[config.mk]
export PLATFORM = sky130hd
export DESIGN_NAME = regfile_wb_arbiter
export DESIGN_NICKNAME = d
export VERILOG_FILES = /design/src/rtl/regfile_wb_arbiter.sv
export SDC_FILE = /design/constraint.sdc
export NUM_CORES = 1
export LEC_CHECK = 0
export ABC_AREA = 1
export BUFFER_PORTS_ARGS = -buffer_cell sky130_fd_sc_hd__buf_4
export CAP_MARGIN = 20
export CORE_MARGIN = 3
export CORE_UTILIZATION = 25
export CTS_BUF_LIST = sky130_fd_sc_hd__clkbuf_16
export CTS_CLUSTER_SIZE = 14
export DETAILED_ROUTE_END_ITERATION = 8
export SYNTH_ARGS = -nofsm -noshare
export SYNTH_HDL_FRONTEND = slang
export SYNTH_SLANG_ARGS = --single-unit
[constraint.sdc]
create_clock -name clk -period 1.5 [get_ports clk]
set_clock_uncertainty 0.05 [all_clocks]
set_input_delay 0.075 -clock clk [delete_from_list [all_inputs] [get_ports clk]]
set_output_delay 0.075 -clock clk [all_outputs]
set_load 0.03 [all_outputs]
[src/rtl/regfile_wb_arbiter.sv]
// regfile_wb_arbiter: write-side master for the 32x32 register file.
// Merges ALU results (valid/ready) and load responses (no backpressure) into
// the single registered write port. Loads win collisions; ALU results that lose
// are buffered in a small in-order FIFO. Also keeps the pending-load scoreboard.
//
// Ports:
//   clk, rst_n                         clock, async active-low reset
//   alu_valid/alu_ready/alu_rd/alu_data  ALU result handshake
//   ld_issue/ld_issue_rd               load issued to memory (sets busy)
//   ld_valid/ld_rd/ld_data             load response, always consumed
//   RegWrite/addD/WB_out               registered register-file write port
//   busy                               bit i: load to xi outstanding (bit 0 = 0)
//   err                                sticky: load response for a non-busy rd
module regfile_wb_arbiter #(
  parameter int unsigned XLEN  = 32,
  parameter int unsigned DEPTH = 2
) (
  input  logic            clk,
  input  logic            rst_n,
  input  logic            alu_valid,
  output logic            alu_ready,
  input  logic [4:0]      alu_rd,
  input  logic [XLEN-1:0] alu_data,
  input  logic            ld_issue,
  input  logic [4:0]      ld_issue_rd,
  input  logic            ld_valid,
  input  logic [4:0]      ld_rd,
  input  logic [XLEN-1:0] ld_data,
  output logic            RegWrite,
  output logic [4:0]      addD,
  output logic [XLEN-1:0] WB_out,
  output logic [31:0]     busy,
  output logic            err
);

  localparam int unsigned PtrW = (DEPTH > 1) ? $clog2(DEPTH) : 1;
  localparam int unsigned CntW = $clog2(DEPTH + 1);
  localparam logic [PtrW-1:0] LastPtr  = PtrW'(DEPTH - 1);
  localparam logic [CntW-1:0] DepthCnt = CntW'(DEPTH);

  // ALU result FIFO
  logic [4:0]      fifo_rd_q   [DEPTH];
  logic [XLEN-1:0] fifo_data_q [DEPTH];
  logic [PtrW-1:0] wr_ptr_q, wr_ptr_d;
  logic [PtrW-1:0] rd_ptr_q, rd_ptr_d;
  logic [CntW-1:0] cnt_q, cnt_d;

  logic            reg_write_q, reg_write_d;
  logic [4:0]      add_d_q, add_d_d;
  logic [XLEN-1:0] wb_out_q, wb_out_d;
  logic [31:0]     busy_q, busy_d;
  logic            err_q, err_d;

  logic            alu_acc;
  logic            fifo_empty;
  logic            push;
  logic            pop;
  logic            win_valid;
  logic [4:0]      win_rd;
  logic [XLEN-1:0] win_data;

  assign alu_ready  = (cnt_q < DepthCnt);
  assign alu_acc    = alu_valid && alu_ready;
  assign fifo_empty = (cnt_q == '0);

  // Bypass only when nothing older is queued and no load takes the slot.
  assign push = alu_acc && (!fifo_empty || ld_valid);
  assign pop  = !ld_valid && !fifo_empty;

  always_comb begin
    win_valid = 1'b0;
    win_rd    = '0;
    win_data  = '0;
    if (ld_valid) begin
      win_valid = 1'b1;
      win_rd    = ld_rd;
      win_data  = ld_data;
    end else if (!fifo_empty) begin
      win_valid = 1'b1;
      win_rd    = fifo_rd_q[rd_ptr_q];
      win_data  = fifo_data_q[rd_ptr_q];
    end else if (alu_acc) begin
      win_valid = 1'b1;
      win_rd    = alu_rd;
      win_data  = alu_data;
    end
  end

  always_comb begin
    wr_ptr_d = wr_ptr_q;
    rd_ptr_d = rd_ptr_q;
    cnt_d    = cnt_q;
    if (push) begin
      wr_ptr_d = (wr_ptr_q == LastPtr) ? '0 : wr_ptr_q + 1'b1;
    end
    if (pop) begin
      rd_ptr_d = (rd_ptr_q == LastPtr) ? '0 : rd_ptr_q + 1'b1;
    end
    if (push && !pop) begin
      cnt_d = cnt_q + 1'b1;
    end else if (pop && !push) begin
      cnt_d = cnt_q - 1'b1;
    end
  end

  always_comb begin
    // rd==0 still consumes its slot but never asserts the write enable.
    reg_write_d = win_valid && (win_rd != 5'd0);
    add_d_d     = win_valid ? win_rd : add_d_q;
    wb_out_d    = win_valid ? win_data : wb_out_q;
  end

  always_comb begin
    busy_d = busy_q;
    err_d  = err_q;
    if (ld_valid && (ld_rd != 5'd0)) begin
      if (!busy_q[ld_rd]) begin
        err_d = 1'b1;
      end
      busy_d[ld_rd] = 1'b0;
    end
    // Applied after the clear so a same-cycle issue keeps the register busy.
    if (ld_issue && (ld_issue_rd != 5'd0)) begin
      busy_d[ld_issue_rd] = 1'b1;
    end
    busy_d[0] = 1'b0;
  end

  always_ff @(posedge clk or negedge rst_n) begin
    if (!rst_n) begin
      for (int i = 0; i < int'(DEPTH); i++) begin
        fifo_rd_q[i]   <= '0;
        fifo_data_q[i] <= '0;
      end
      wr_ptr_q    <= '0;
      rd_ptr_q    <= '0;
      cnt_q       <= '0;
      reg_write_q <= 1'b0;
      add_d_q     <= '0;
      wb_out_q    <= '0;
      busy_q      <= '0;
      err_q       <= 1'b0;
    end else begin
      if (push) begin
        fifo_rd_q[wr_ptr_q]   <= alu_rd;
        fifo_data_q[wr_ptr_q] <= alu_data;
      end
      wr_ptr_q    <= wr_ptr_d;
      rd_ptr_q    <= rd_ptr_d;
      cnt_q       <= cnt_d;
      reg_write_q <= reg_write_d;
      add_d_q     <= add_d_d;
      wb_out_q    <= wb_out_d;
      busy_q      <= busy_d;
      err_q       <= err_d;
    end
  end

  assign RegWrite = reg_write_q;
  assign addD     = add_d_q;
  assign WB_out   = wb_out_q;
  assign busy     = busy_q;
  assign err      = err_q;

endmodule
==> out/results.tsv <==
metric	value	unit
antenna_found_initial	0	
maxCapViolCount	0	
synth-warning-count	0	
outcome	finished, violations left	
final_max_slew_viol_count	0	
fin_ws	-41.0	ps
die_w	175	µm
synth_top_cell_by_area	dfrtp_1	
crit_slowest_cell	dfrtp_2	
cp-start-kind	register	
path_cells	nor2_4, inv_2, nor2_4, inv_2, or2_4, buf_12, nand2_1, o21ai_0	
holdPathEnd	addD[2]	
pwr-share-clk	22.3	%
n_antenna_cell	0	
avgRoutedWirePerCell	15.5	µm
hold_viol_final	0	
vias	7208	
power_density	1770	nW/µm²
first_iter_violations	594	
internal_power	11.4	mW
yosysUniqueCellTypes	30	
hold_class	in2reg	
cp_slowest_stage_delay	450	ps
ff2ff_path_depth	8	
utilization	38.6	%
rr_endpoint	fifo_rd_q[9]	
min_period_over_period	103	%
gp_congestion	0.899	
drive_gt1_share	25.1	%
yosys.area.top_type_share	51.9	%
p_leak	5.35	nW
setup_viol	53	
totalWireLength	24.5	mm
synth_fp_nets	1002	
gr-total-overflow	0	
antenna_left	0	
die_h	175	µm
crit_required	1750	ps
postSynthAreaPerCell	7.77	µm²
port_buffers	154	
firstDrtPassIters	5	
synth-xor-area-share	0.246	%
arrival	1790	ps
dp_hpwl	15.6	mm
root_buffer	clkbuf_16	
syn_inst	918	
final_common_cell	nand2_1	
rows	61	
violations	negative setup slack	
sw_frac_of_total	40.0	%
path_buf_inv	3	
grt_max_degree	41	
nets	1274	
synthMuxAreaShare	0	%
synth_fa_ha_area_share	0	%
max_freq	649	MHz
seq_area	3700	µm²
start_util	25.5	%
timing.reg2reg.setup_slack	-40	ps
drc	0	
synth_area_leaders	dfrtp_1, nand2_1, o21ai_0	
cts-htree-levels	4	
core-area	27900	µm²
cts_tree	yes	
avgViaCountPerCell	4.56	
synth-compound-area-share	16.9	%
cts-buffers-inserted	17	
min_period	1540	ps
clkTransAtPathRegs	60	ps
seq_power_share	34.6	%
syn_area	7130	µm²
yosys.area_share.simple	23.6	%
areaGrowthSynthToFinish	51.3	%
grt_use_total	15.1	%
whs	24.9	ps
layout_common_cells	nand2_1, buf_4, dfrtp_1	
switchingPower	7.63	mW
async_flop_share	100	%
synth-edff-count	0	
cts.sinks	148	
cp_max_fo	37	
rsz0062_at_grt	true	
whs_path_depth	4	
end_kind	register	
io_pins	156	
synth_top_family_by_area	simple AND/OR/NAND/NOR gates	
grt_pass1_vias	7051	
cts.path.max_buffers	2	
combPwrFrac	43.0	%
seq_area_frac_synth	51.9	%
ys_ff_latch	148	
path_class	reg2reg	
fillers	2839	
multi_input_area	3030	µm²
path_delay_family	simple AND/OR/NAND/NOR gates	
die_area	30600	µm²
irDropWorstVdd	0.924	mV
clock_latency	420	ps
r2r-start	cnt_q[1]	
min_from	ld_rd[2]	
grt_pass1_wl	37.1	mm
ys.flop_type	dfrtp_1	
-- power groups by stage --
stage | clock (mW) | sequential, mW | combinational (mW)
floorplan | 0 | 7.64 | 3.41
global route | 4.54 | 6.79 | 8.99
detailed placement | 0 | 6.60 | 7.29
global placement | 0 | 6.59 | 7.18
finish | 4.25 | 6.60 | 8.20
CTS | 4.35 | 6.55 | 7.67
-- kinds of logic after synthesis --
group | after synthesis
buffers and inverters | 120
other | 1
AND/OR/NAND/NOR | 434
XOR/XNOR | 2
AO/OA/AOI/OAI | 213
flip-flops | 148
-- synth_stat cells (6+ instances only) --
cell / count
clkbuf_1: 19
buf_2: 16
nor3_1: 7
nand3_1: 17
a31oi_1: 30
a21oi_1: 32
nand2_1: 351
dfrtp_1: 148
buf_6: 6
o21ai_0: 110
o21ai_2: 20
nor2_1: 54
inv_1: 68
o21ai_1: 10
-- layout make-up --
type                       instances  share of cell area (%)
clock inverter                    15                    1.41
clock buffer                      17                    3.94
timing repair buffer             297                    25.2
sequential                       148                    34.3
multi-input combinational        651                    28.1
inverter                          75                    2.70
tap                              378                    4.38
-- flip-flops by register name, indices dropped and copies added, names as in the netlist --
name         cells
RegWrite         1
wr_ptr_q         1
addD             5
err              1
WB_out          32
fifo_rd_q       10
busy            31
fifo_data_q     64
rd_ptr_q         1
cnt_q            2
-- worst max-delay path by stage --
stage          startpoint  cells after the start  slack (ps)              end
3_3_place_gp     cnt_q[1]                      7         -50       WB_out[16]
4_1_cts          cnt_q[1]                      9         -50  fifo_data_q[34]
6_report         cnt_q[1]                      8         -40     fifo_rd_q[9]
5_1_grt          cnt_q[1]                      7        -140  fifo_data_q[34]
2_1_floorplan    cnt_q[1]                      9           9  fifo_data_q[38]
3_5_place_dp     cnt_q[1]                      7        -110        WB_out[4]
-- per-layer routing --
metal  GRT usage (%)  vias to the layer above  routed length, µm
li1                -                     3503                  -
met1            20.6                     3444              11300
met2            23.9                      239              11400
met3            4.15                       22               1500
met4            3.62                        0                281
met5               0                        -                  0
-- worst reg2reg max path, delay by kind of cell (launching register included) --
family,cells,cell delay [ps]
compound gates,1,70
buf+inv,3,290
flops,1,450
simple gates,4,570
-- stage by stage --
step,TNS [ps],cells,instance area (µm²),worst slack (ps),power (mW)
after floorplan,0,918,7130,9.22,11.1
final,-746,1581,10800,-41.0,19.1
after global routing,-7240,1581,10800,-145,20.3
after global placement,-1540,1453,9000,-50.7,13.8
after detailed placement,-4980,1453,9000,-109,13.9
after CTS,-571,1568,10500,-45.9,18.6
-- repair_timing --
| action | 4_1_cts | 5_1_grt |
|---|---|---|
| gates resized for setup | 15 | 44 |
| hold endpoints to repair | 278 | 0 |
| gates cloned | 1 | 11 |
| pin swaps | 2 | 8 |
| setup buffers | 4 | 2 |
| hold buffers | 78 | 0 |
| setup endpoints to repair | 109 | 134 |
(Power assumes the default switching activity.)
